File: config.mk
export PLATFORM = sky130hd
export DESIGN_NAME = display_7_seg_rx_flat
export DESIGN_NICKNAME = d
export VERILOG_FILES = /design/src/rtl/seg7_pkg.sv /design/src/rtl/display_7_seg_rx_if.sv /design/src/rtl/seg7_pattern_decode.sv /design/src/rtl/display_7_seg_rx.sv /design/src/flat_wrapper.sv
export SDC_FILE = /design/constraint.sdc
export NUM_CORES = 1
export LEC_CHECK = 0
export BUFFER_PORTS_ARGS = -buffer_cell sky130_fd_sc_hd__buf_2
export CAP_MARGIN = 25
export CELL_PAD_IN_SITES_DETAIL_PLACEMENT = 1
export CELL_PAD_IN_SITES_GLOBAL_PLACEMENT = 2
export CORE_MARGIN = 1
export CORE_UTILIZATION = 39
export DETAILED_ROUTE_END_ITERATION = 7
export GPL_TIMING_DRIVEN = 0
export PLACE_DENSITY = 0.92
export SYNTH_ARGS = -nofsm -noshare
export SYNTH_HDL_FRONTEND = slang
export SYNTH_SLANG_ARGS = --single-unit
export TNS_END_PERCENT = 20
File: constraint.sdc
create_clock -name CLK -period 4.7 [get_ports CLK]
set_clock_uncertainty 0.1 [all_clocks]
set_input_delay 1.41 -clock CLK [delete_from_list [all_inputs] [get_ports CLK]]
set_output_delay 1.41 -clock CLK [all_outputs]
set_load 0.005 [all_outputs]
File: src/rtl/seg7_pkg.sv
// -----------------------------------------------------------------------------
// seg7_pkg
// Shared 7-segment definitions for the receive-side display checker and for
// future encoder checks.
//   - SEG_A..SEG_G, SEG_DP : bit positions on the SEG bus
//   - POS_UNITS..POS_THOUSANDS : digit positions on the DIGIT bus
//   - PAT_0..PAT_F, SEG_PATTERNS : active-high segment patterns (bit0 = a)
//   - digit_class_e / classify_digit : blank / single / multi-hot DIGIT sorting
// -----------------------------------------------------------------------------
package seg7_pkg;

  localparam int SEG_A  = 0;
  localparam int SEG_B  = 1;
  localparam int SEG_C  = 2;
  localparam int SEG_D  = 3;
  localparam int SEG_E  = 4;
  localparam int SEG_F  = 5;
  localparam int SEG_G  = 6;
  localparam int SEG_DP = 7;

  localparam int POS_UNITS     = 0;
  localparam int POS_TENS      = 1;
  localparam int POS_HUNDREDS  = 2;
  localparam int POS_THOUSANDS = 3;

  localparam logic [6:0] PAT_0 = 7'h3F;
  localparam logic [6:0] PAT_1 = 7'h06;
  localparam logic [6:0] PAT_2 = 7'h5B;
  localparam logic [6:0] PAT_3 = 7'h4F;
  localparam logic [6:0] PAT_4 = 7'h66;
  localparam logic [6:0] PAT_5 = 7'h6D;
  localparam logic [6:0] PAT_6 = 7'h7D;
  localparam logic [6:0] PAT_7 = 7'h07;
  localparam logic [6:0] PAT_8 = 7'h7F;
  localparam logic [6:0] PAT_9 = 7'h6F;
  localparam logic [6:0] PAT_A = 7'h77;
  localparam logic [6:0] PAT_B = 7'h7C;
  localparam logic [6:0] PAT_C = 7'h39;
  localparam logic [6:0] PAT_D = 7'h5E;
  localparam logic [6:0] PAT_E = 7'h79;
  localparam logic [6:0] PAT_F = 7'h71;

  // Indexed by the hex value the pattern represents.
  localparam logic [15:0][6:0] SEG_PATTERNS = {
    PAT_F, PAT_E, PAT_D, PAT_C, PAT_B, PAT_A, PAT_9, PAT_8,
    PAT_7, PAT_6, PAT_5, PAT_4, PAT_3, PAT_2, PAT_1, PAT_0
  };

  typedef enum logic [1:0] {
    DIG_BLANK,
    DIG_SINGLE,
    DIG_MULTI
  } digit_class_e;

  // DIGIT is active-low: all ones is blank, exactly one zero is a position.
  function automatic digit_class_e classify_digit(input logic [3:0] digit_n);
    if (digit_n == 4'hF)   return DIG_BLANK;
    if ($onehot(~digit_n)) return DIG_SINGLE;
    return DIG_MULTI;
  endfunction

endpackage

File: src/rtl/display_7_seg_rx_if.sv
// -----------------------------------------------------------------------------
// display_7_seg_rx_if
// Bus between a multiplexed 7-segment display and its receive-side checker.
//   SEG[7:0]    segment bus, SEG[0]=a .. SEG[6]=g, SEG[7]=dp
//   DIGIT[3:0]  active-low one-hot digit enables (bit0 = units)
//   units/tens/hundreds/thousands  decoded frame values
//   frame_valid one-cycle pulse on frame update
//   pat_err     one-cycle pulse on a bad capture
//   stale       level, no capture for the timeout period
// master: drives the display side, observes results.  slave: the checker.
// -----------------------------------------------------------------------------
interface display_7_seg_rx_if;
  logic [7:0] SEG;
  logic [3:0] DIGIT;
  logic [3:0] units;
  logic [3:0] tens;
  logic [3:0] hundreds;
  logic [3:0] thousands;
  logic       frame_valid;
  logic       pat_err;
  logic       stale;

  modport master (
    output SEG, DIGIT,
    input  units, tens, hundreds, thousands, frame_valid, pat_err, stale
  );

  modport slave (
    input  SEG, DIGIT,
    output units, tens, hundreds, thousands, frame_valid, pat_err, stale
  );
endinterface

File: src/rtl/seg7_pattern_decode.sv
// -----------------------------------------------------------------------------
// seg7_pattern_decode
// Combinational decode of an active-high 7-segment pattern (bit0 = a).
//   pattern [6:0] in   segment pattern
//   value   [3:0] out  hex value (0 when invalid)
//   valid         out  pattern is one of the 16 legal glyphs
// -----------------------------------------------------------------------------
module seg7_pattern_decode
  import seg7_pkg::*;
(
  input  logic [6:0] pattern,
  output logic [3:0] value,
  output logic       valid
);

  always_comb begin
    // NOTE: outputs get defaults before the search loop so no path infers a latch.
    value = '0;
    valid = 1'b0;
    for (int i = 0; i < 16; i++) begin
      if (pattern == SEG_PATTERNS[i]) begin
        value = 4'(i);
        valid = 1'b1;
      end
    end
  end

endmodule

File: src/rtl/display_7_seg_rx.sv
// -----------------------------------------------------------------------------
// display_7_seg_rx
// Samples a multiplexed SEG/DIGIT bus, waits for each {DIGIT,SEG} value to hold
// for STABLE_CYCLES, decodes the captured glyph into a per-position holding
// register and publishes a coherent frame once every DIGIT_MASK position has
// been seen.
//   CLK, RST     clock, synchronous active-high reset
//   bus (slave)  SEG/DIGIT in; units..thousands, frame_valid, pat_err, stale out
// Optional: define DISPLAY_7_SEG_RX_SYNC_EN to put a 2-flop synchroniser in
// front of the sample register (asynchronous display sniffing, +2 latency).
// Pipeline: sample register -> capture register -> frame/holding update.
// -----------------------------------------------------------------------------
module display_7_seg_rx
  import seg7_pkg::*;
#(
  parameter int         STABLE_CYCLES  = 4,
  parameter logic [3:0] DIGIT_MASK     = 4'b0111,
  parameter int         TIMEOUT_CYCLES = 200000,
  parameter bit         SEG_ACTIVE_LOW = 1'b1
) (
  input logic          CLK,
  input logic          RST,
  display_7_seg_rx_if.slave bus
);

  localparam int                SAMPLE_W   = 4 + SEG_DP + 1;
  localparam int                TMO_W      = $clog2(TIMEOUT_CYCLES + 1);
  localparam logic [7:0]        STABLE_MAX = 8'(STABLE_CYCLES);
  localparam logic [TMO_W-1:0]  TMO_MAX    = TMO_W'(TIMEOUT_CYCLES);

  logic [SAMPLE_W-1:0] raw_sample;

  // Sample stage
  logic [SAMPLE_W-1:0] sample_q, sample_d;
  logic [7:0]          cnt_q, cnt_d;
  logic                done_q, done_d;     // this dwell has already captured
  // Capture stage
  logic                cap_q, cap_d;
  logic [3:0]          cap_digit_q, cap_digit_d;
  logic [3:0]          cap_val_q, cap_val_d;
  logic                cap_ok_q, cap_ok_d;
  // Frame stage
  logic [3:0][3:0]     hold_q, hold_d;
  logic [3:0]          seen_q, seen_d;
  logic [3:0][3:0]     out_q, out_d;
  logic                frame_valid_q, frame_valid_d;
  logic                pat_err_q, pat_err_d;
  logic [TMO_W-1:0]    tmo_q, tmo_d;
  logic                stale_q, stale_d;

  logic [3:0] sample_digit;
  logic [6:0] pattern_raw;
  logic [6:0] pattern;
  logic [3:0] dec_value;
  logic       dec_valid;

  assign sample_digit = sample_q[SAMPLE_W-1 -: 4];
  assign pattern_raw  = sample_q[SEG_G:SEG_A];
  assign pattern      = SEG_ACTIVE_LOW ? ~pattern_raw : pattern_raw;

  seg7_pattern_decode u_decode (
    .pattern (pattern),
    .value   (dec_value),
    .valid   (dec_valid)
  );

  always_comb begin
    logic       changed;
    logic       capture;
    logic       good;
    logic [3:0] new_bit;
    logic [3:0] seen_next;

    changed = (raw_sample != sample_q);
    sample_d = raw_sample;

    // Dwell counter: restart at 1 on any change, saturate at the threshold.
    cnt_d = cnt_q;
    if (changed)                 cnt_d = 8'd1;
    else if (cnt_q != STABLE_MAX) cnt_d = cnt_q + 8'd1;

    // One capture per dwell; a blank DIGIT never captures.
    capture = (cnt_q == STABLE_MAX) && !done_q &&
              (classify_digit(sample_digit) != DIG_BLANK);
    done_d  = changed ? 1'b0 : (done_q | capture);

    cap_d       = capture;
    cap_digit_d = sample_digit;
    cap_val_d   = dec_value;
    cap_ok_d    = dec_valid;

    good    = cap_q && cap_ok_q && (classify_digit(cap_digit_q) == DIG_SINGLE);
    new_bit = good ? ~cap_digit_q : 4'b0000;

    hold_d = hold_q;
    for (int i = 0; i < 4; i++) begin
      if (new_bit[i]) hold_d[i] = cap_val_q;
    end

    // Completion forwards the just-captured value via hold_d.
    seen_next     = seen_q | new_bit;
    frame_valid_d = good && ((seen_next & DIGIT_MASK) == DIGIT_MASK);
    out_d         = frame_valid_d ? hold_d : out_q;
    seen_d        = frame_valid_d ? 4'b0000 : seen_next;
    pat_err_d     = cap_q && !good;

    tmo_d = tmo_q;
    if (cap_q)                tmo_d = '0;
    else if (tmo_q != TMO_MAX) tmo_d = tmo_q + 1'b1;
    stale_d = cap_q ? 1'b0 : (stale_q | (tmo_d == TMO_MAX));
  end

  // NOTE: non-blocking assignments so every flop samples pre-edge values.
  always_ff @(posedge CLK) begin
    if (RST) begin
      sample_q      <= '0;
      cnt_q         <= '0;
      done_q        <= 1'b0;
      cap_q         <= 1'b0;
      cap_digit_q   <= '0;
      cap_val_q     <= '0;
      cap_ok_q      <= 1'b0;
      // NOTE: holding registers are reset too, so a partial frame never
      // survives RST into the next published frame.
      hold_q        <= '0;
      seen_q        <= '0;
      out_q         <= '0;
      frame_valid_q <= 1'b0;
      pat_err_q     <= 1'b0;
      tmo_q         <= '0;
      stale_q       <= 1'b0;
    end else begin
      sample_q      <= sample_d;
      cnt_q         <= cnt_d;
      done_q        <= done_d;
      cap_q         <= cap_d;
      cap_digit_q   <= cap_digit_d;
      cap_val_q     <= cap_val_d;
      cap_ok_q      <= cap_ok_d;
      hold_q        <= hold_d;
      seen_q        <= seen_d;
      out_q         <= out_d;
      frame_valid_q <= frame_valid_d;
      pat_err_q     <= pat_err_d;
      tmo_q         <= tmo_d;
      stale_q       <= stale_d;
    end
  end

`ifdef DISPLAY_7_SEG_RX_SYNC_EN
  logic [SAMPLE_W-1:0] sync1_q, sync1_d;
  logic [SAMPLE_W-1:0] sync2_q, sync2_d;

  assign sync1_d = {bus.DIGIT, bus.SEG};
  assign sync2_d = sync1_q;

  always_ff @(posedge CLK) begin
    if (RST) begin
      sync1_q <= '0;
      sync2_q <= '0;
    end else begin
      sync1_q <= sync1_d;
      sync2_q <= sync2_d;
    end
  end

  assign raw_sample = sync2_q;
`else
  assign raw_sample = {bus.DIGIT, bus.SEG};
`endif

  assign bus.units       = out_q[POS_UNITS];
  assign bus.tens        = out_q[POS_TENS];
  assign bus.hundreds    = out_q[POS_HUNDREDS];
  assign bus.thousands   = out_q[POS_THOUSANDS];
  assign bus.frame_valid = frame_valid_q;
  assign bus.pat_err     = pat_err_q;
  assign bus.stale       = stale_q;

endmodule

File: src/flat_wrapper.sv
// flat-port wrapper written by rule: the top's interface ports become plain ports
module display_7_seg_rx_flat import seg7_pkg::*;
#(
  parameter int         STABLE_CYCLES  = 4,
  parameter logic [3:0] DIGIT_MASK     = 4'b0111,
  parameter int         TIMEOUT_CYCLES = 200000,
  parameter bit         SEG_ACTIVE_LOW = 1'b1
)
  (CLK, RST, bus_SEG, bus_DIGIT, bus_units, bus_tens, bus_hundreds, bus_thousands, bus_frame_valid, bus_pat_err, bus_stale);
  display_7_seg_rx_if bus_i ();
  input logic CLK;
  input logic RST;
  input wire logic [$bits(bus_i.SEG)-1:0] bus_SEG;
  input wire logic [$bits(bus_i.DIGIT)-1:0] bus_DIGIT;
  output wire logic [$bits(bus_i.units)-1:0] bus_units;
  output wire logic [$bits(bus_i.tens)-1:0] bus_tens;
  output wire logic [$bits(bus_i.hundreds)-1:0] bus_hundreds;
  output wire logic [$bits(bus_i.thousands)-1:0] bus_thousands;
  output wire logic [$bits(bus_i.frame_valid)-1:0] bus_frame_valid;
  output wire logic [$bits(bus_i.pat_err)-1:0] bus_pat_err;
  output wire logic [$bits(bus_i.stale)-1:0] bus_stale;
  assign bus_i.SEG = bus_SEG;
  assign bus_i.DIGIT = bus_DIGIT;
  assign bus_units = bus_i.units;
  assign bus_tens = bus_i.tens;
  assign bus_hundreds = bus_i.hundreds;
  assign bus_thousands = bus_i.thousands;
  assign bus_frame_valid = bus_i.frame_valid;
  assign bus_pat_err = bus_i.pat_err;
  assign bus_stale = bus_i.stale;
  display_7_seg_rx #(.STABLE_CYCLES(STABLE_CYCLES), .DIGIT_MASK(DIGIT_MASK), .TIMEOUT_CYCLES(TIMEOUT_CYCLES), .SEG_ACTIVE_LOW(SEG_ACTIVE_LOW)) u_core (.CLK(CLK), .RST(RST), .bus(bus_i));
endmodule
# [After elaboration in Yosys (flattened, before gate mapping)]
# Index checks and enable logic that the tools add are counted.
[classes] n_addsub=8 eq_ne=27 mux=54 bitwise=6 reduce_logical=13
[ops] cell="== test 7 bit (second input constant)" n=12
[ops] cell="two-way mux 4 bit" n=19
[ops] cell="two-way mux 18 bit" n=2
[ops] cell="two-way mux 1 bit" n=25
[ops] cell="adder 18 x 1 -> 18 bit (second input constant)" n=1
[ops] cell="== test 18 bit (second input constant)" n=1
[ops] cell="!= test 18 bit (second input constant)" n=1
[ops] cell="two-way mux 2 bit" n=8
[ops] cell="== test 7 x 3 -> 1 bit (second input constant)" n=2
[ops] cell="== test 7 x 6 -> 1 bit (second input constant)" n=2
[ops] cell="!= test 12 bit" n=1
[ops] cell="adder 1 x 1 -> 2 bit" n=4
[ops] cell="adder 8 x 1 -> 8 bit (second input constant)" n=1
[ops] cell="== test 4 bit (second input constant)" n=2
[ops] cell="== test 8 x 3 -> 1 bit (second input constant)" n=1
[ops] cell="!= test 8 x 3 -> 1 bit (second input constant)" n=1
[ops] cell="NOT 4 bit" n=2
[ops] cell="NOT 7 bit" n=1
[ops] cell="adder 3 bit" n=2
[ops] cell="== test 3 x 1 -> 1 bit (second input constant)" n=2
[ops] cell="logical AND 1 bit" n=6
[ops] cell="OR reduction 2 bit" n=3
[ops] cell="OR 4 bit" n=1
[ops] cell="nonzero test 2 bit" n=2
[ops] cell="4 further kinds" n=6
[totals] reg_bits=88 input_bits=14 output_inout_bits=19

# [Longest topological paths before layout]
[logic_depth] word_depth=18 depth_mapped=11 depth_no_buf=10

# [Hierarchy]
# From an unflattened synthesis, not the netlist that was laid out.
[unflattened] hier_cells=449 area_unflattened_um2=4056.4
[by_module_without_submodules] mod="display_7_seg_rx" n_inst=1 cells_per_inst=396 area_per_inst_um2=3696.0
[by_module_without_submodules] mod="seg7_pattern_decode" n_inst=1 cells_per_inst=53 area_per_inst_um2=360.3

# [Worst setup path before layout]
# OpenSTA, ideal clock, no wires.
[synth_path] path_type="in2reg" from="in RST" to="reg u_core.stale_q (netlist: u_core.bus.stale)" setup_ns=0.088 arrival_time_ns=2.631 required_time_ns=4.512 slack_ns=1.881 cell_stages=7 n_path_buf=2 path_cell_list="clkbuf_1 > or2_2 > clkbuf_8 > a311oi_1 > a41o_2 > nand4_1 > o32ai_2"
[synth_via] elab_chain_cells=1
[synth_lines] item="start: declaration" line="flat_wrapper.sv:12" rtl="input logic RST;"
[synth_lines] item="OR reduction 2 bit (no source line)"
[synth_lines] item="end signal: assignment" line="display_7_seg_rx.sv:146" rtl="stale_q <= stale_d;"
[synth_lines] item="end: declaration" line="display_7_seg_rx.sv:49" rtl="logic stale_q, stale_d;"
# Every way passes these cells.
# A chain may end at the register's enable or synchronous reset.

# [Worst setup path in the final report]
[layout_path] from="reg u_core.cap_digit_q[2]" to="reg u_core.out_q (netlist bit u_core.bus.hundreds[0])"
[layout_via] elab_chain_cells=14
[layout_lines] item="start: declaration" line="display_7_seg_rx.sv:39" rtl="logic [3:0] cap_digit_q, cap_digit_d;"
[layout_lines] item="start signal: assignment" line="display_7_seg_rx.sv:137" rtl="cap_digit_q <= cap_digit_d;"
[layout_lines] item="NOT 4 bit" line="seg7_pkg.sv:58, display_7_seg_rx.sv:93"
[layout_lines] item="adder 1 x 1 -> 2 bit (implied by the code)" line="seg7_pkg.sv:58" rtl="if ($onehot(~digit_n)) return DIG_SINGLE;"
[layout_lines] item="adder 3 bit (implied by the code)" line="seg7_pkg.sv:58"
[layout_lines] item="== test 3 x 1 -> 1 bit" line="seg7_pkg.sv:58"
[layout_lines] item="two-way mux 1 bit (2 in a row)" line="seg7_pkg.sv:58"
[layout_lines] item="two-way mux 2 bit" line="seg7_pkg.sv:59" rtl="return DIG_MULTI;"
[layout_lines] item="two-way mux 2 bit" line="seg7_pkg.sv:58"
[layout_lines] item="== test 2 x 1 -> 1 bit" line="display_7_seg_rx.sv:92" rtl="good = cap_q && cap_ok_q && (classify_digit(cap_digit_q) == DIG_SINGLE);"
[layout_lines] item="logical AND 1 bit" line="display_7_seg_rx.sv:92"
[layout_lines] item="two-way mux 4 bit" line="display_7_seg_rx.sv:93" rtl="new_bit = good ? ~cap_digit_q : 4'b0000;"
[layout_lines] item="OR 4 bit" line="display_7_seg_rx.sv:101" rtl="seen_next = seen_q | new_bit;"
[layout_lines] item="== test 3 bit" line="display_7_seg_rx.sv:102" rtl="frame_valid_d = good && ((seen_next & DIGIT_MASK) == DIGIT_MASK);"
[layout_lines] item="logical AND 1 bit" line="display_7_seg_rx.sv:102"
[layout_lines] item="end signal: assignment" line="display_7_seg_rx.sv:142" rtl="out_q <= out_d;"
[layout_lines] item="end: declaration" line="display_7_seg_rx.sv:45" rtl="logic [3:0][3:0] out_q, out_d;"
# Several ways; a longest one is shown, not always the timed one. The select of a mux whose other input is x is not followed.

==> metrics.yaml <==
outcome: "finished clean"
netlist_instances: 441
synth_top_family_by_area: "simple AND/OR/NAND/NOR gates"
hpwl_um: 6530
drt_wl_total_um: 8680
clk_latency_ns: 0.37
clock_power_share: 0.409
synth_fa_ha_area_frac: 0.0403
grt_pass1_wl_um: 14800
yosys.area_share.simple: 0.236
synth_edf_count: 0
ant_nets: 0
grt_pass1_vias: 3167
dieArea_um2: 10400
cp_slowest_cell: "nor2_1"
yosysUniqueCellTypes: 53
wirelength_met1_um: 4240
hold_path.class: "reg -> reg"
rsz0062_at_grt: "no"
cpMostUsedCell: "ha_1"
wl_met3_um: 257
switchingPower_uw: 352
synth-xor-area-share: 0.0850
maxCapViolCount: 0
ir_drop_v: 0.000202
finalNetCount: 509
vias_per_cell: 5.08
yosysTopAreaCellShare: 0.445
slowest_delay_ns: 0.51
multi_input_area_um2: 1950
layout.cells.non_filler: 621
htreeDepth: 3
p_comb_frac: 0.066
start_util: 0.402
cp-start-kind: "flip-flop"
arrival_ns: 3.34
gr-total-overflow: 0
cp.buffers_inverters: 2
synth-seq-cells: 87
syn_area_um2: 3920
synth_warnings: 0
path_cells: "inv_1 -> ha_1 -> ha_1 -> fa_1 -> nor2b_1 -> nand4_1 -> nor3_1 -> nor2_1 -> clkbuf_1 -> nand2_1 -> o21ai_0"
rows: 36
numCtsBuffers: 9
crit_fanout: 10
synth_flop_cell: "dfxtp_1"
drive_gt1_frac: 0.121
grt_max_degree: 17
fmax_ghz: 0.318
intPower_mw: 1.10
min_period_over_period: 0.670
fin_crit_ns: 3.15
power_density_nw_per_um2: 324
hold_buffers: 0
avgSynthCellArea_um2: 8.88
cts_buffer_depth: 2
dp.cells: 605
syn_nets: 467
finalHoldViolations: 0
clk_pin_slew_ns: 0.09
slew_viol_final: 0
crit_family: "adder cells"
syn2layout_area_growth_pct: 14.1
io_pins: 33
fp.dieW_um: 102
drt_iter0_markers: 91
io_buffers: 31
finalSetupViolCount: 0
track_usage: 0.183
place_congestion: 0.874
remaining_drc_errors: 0
vias: 3153
synth_compound_area_frac: 0.0959
critPathCaptureType: "flip-flop"
cts_tree: "done"
relSlewSlack: 0.571
nFillCells: 1175
synth_top_cell_by_area: "dfxtp_1"
tns_ns: 0
synth-async-reset-ratio: 0
cts_resized: 0
antenna_cells: 0
ys_seq_area_frac: 0.445
netSwitchingFraction: 0.243
coreArea_um2: 9730
cts_num_sinks: 87
cts-root-buf: "clkbuf_8"
cts_setup_buffers: 0
wire_per_inst_um: 14.0
first_pass_iters: 4
antenna_found_initial: 0
seq_power_share: 0.525
seqCellArea_um2: 1740
synthTopCellsByCount: "dfxtp_1, nor2_1, nand2_1, xnor2_1"
setup.worst_path.class: "reg -> reg"
synthMuxAreaShare: 0.0409
worst_pin_slew_ns: 0.642
wl_met2_um: 4030
power_leakage_nw: 1.65
synth_top_cells_by_area: "dfxtp_1, nor2_1, xnor2_1"
synth.most_common_cell: "dfxtp_1"
die_y_um: 102
holdWs_ns: 0.329
critPathRequiredTime_ns: 4.89
top_layer: "met4"
==> placed cells by master, fill, tap and decap left out, types with 7 or more instances in the layout <==
cell type  netlist  layout
nor2_1          68      68
inv_1           19      19
nand2_1         31      31
clkbuf_1        19      19
a21oi_1         15      15
and3_1           7       7
ha_1            11      11
xnor2_1         28      28
nand3_1         20      20
buf_2            0      31
nor2b_1         15      15
clkbuf_8         1      10
nand4_1         10      10
dfxtp_1         87      87
mux2i_1         16      16
xor2_1          10      10
o21ai_0         20      20
nor3_1           9       9
==> metrics by stage <==
step           total power, mW  cell area, um2  setup WS, ns   util
5_1_grt                   1.51            4470          1.29  0.459
4_1_cts                   1.47            4470          1.51  0.459
3_5_place_dp             0.873            4240          1.55  0.435
2_1_floorplan            0.843            3920          1.88      -
6_report                  1.45            4470          1.55  0.459
3_3_place_gp             0.870            4240          1.61  0.435
==> sequential cells by signal, indices dropped and copies added, names as in the netlist, 3 cells and up <==
name and flops:
u_core.cnt_q 8, u_core.tmo_q 18, u_core.bus.tens 4, u_core.bus.thousands 4
u_core.cap_digit_q 4, u_core.hold_q 16, u_core.bus.hundreds 4, u_core.seen_q 3
u_core.bus.units 4, u_core.cap_val_q 4, u_core.sample_q 12
==> cell type report <==
cell class              instances  area share
multi-input cells             311       0.437
flip-flops and latches         87       0.390
well taps                     133      0.0373
repair buffers                 31      0.0347
plain buffers                  24      0.0342
clock buffers                   9      0.0277
clock inverters                 7      0.0235
inverters                      19      0.0160
==> final timing paths <==
| path | from | to | slack (ns) | cells after the start |
|---|---|---|---|---|
| setup reg to reg | u_core.cap_digit_q[2]$_SDFF_PP0_ | u_core.bus.hundreds[0]$_SDFFE_PP0P_ | 1.55 | 11 |
| hold reg to reg | u_core.done_q$_SDFF_PP0_ | u_core.cap_q$_SDFF_PP0_ | 0.33 | 1 |
| setup / recovery | u_core.cap_digit_q[2]$_SDFF_PP0_ | u_core.bus.hundreds[0]$_SDFFE_PP0P_ | 1.55 | 11 |
| hold / removal | u_core.done_q$_SDFF_PP0_ | u_core.cap_q$_SDFF_PP0_ | 0.33 | 1 |
==> power by group through the flow <==
stage | Clock [mW] | Sequential, mW | Combinational, mW
after floorplan | 0 | 0.774 | 0.0690
after global placement | 0 | 0.778 | 0.0922
after detailed placement | 0 | 0.778 | 0.0952
after CTS | 0.610 | 0.761 | 0.0958
after global routing | 0.643 | 0.763 | 0.108
final | 0.592 | 0.761 | 0.0950
==> logic make-up after synthesis <==
kind of cell,count (synthesis)
buffers and inverters,43
adder cells (fa/ha/maj),12
AO/OA/AOI/OAI,59
XOR/XNOR,38
flip-flops,87
AND/OR/NAND/NOR,186
multiplexers,16
==> layer usage <==
layer  track usage  up-vias
met2         0.302       44
met4        0.0648        0
met5             0        -
met1         0.232     1516
li1              -     1583
met3        0.0451       10
Power figures use the tool's default switching activity.
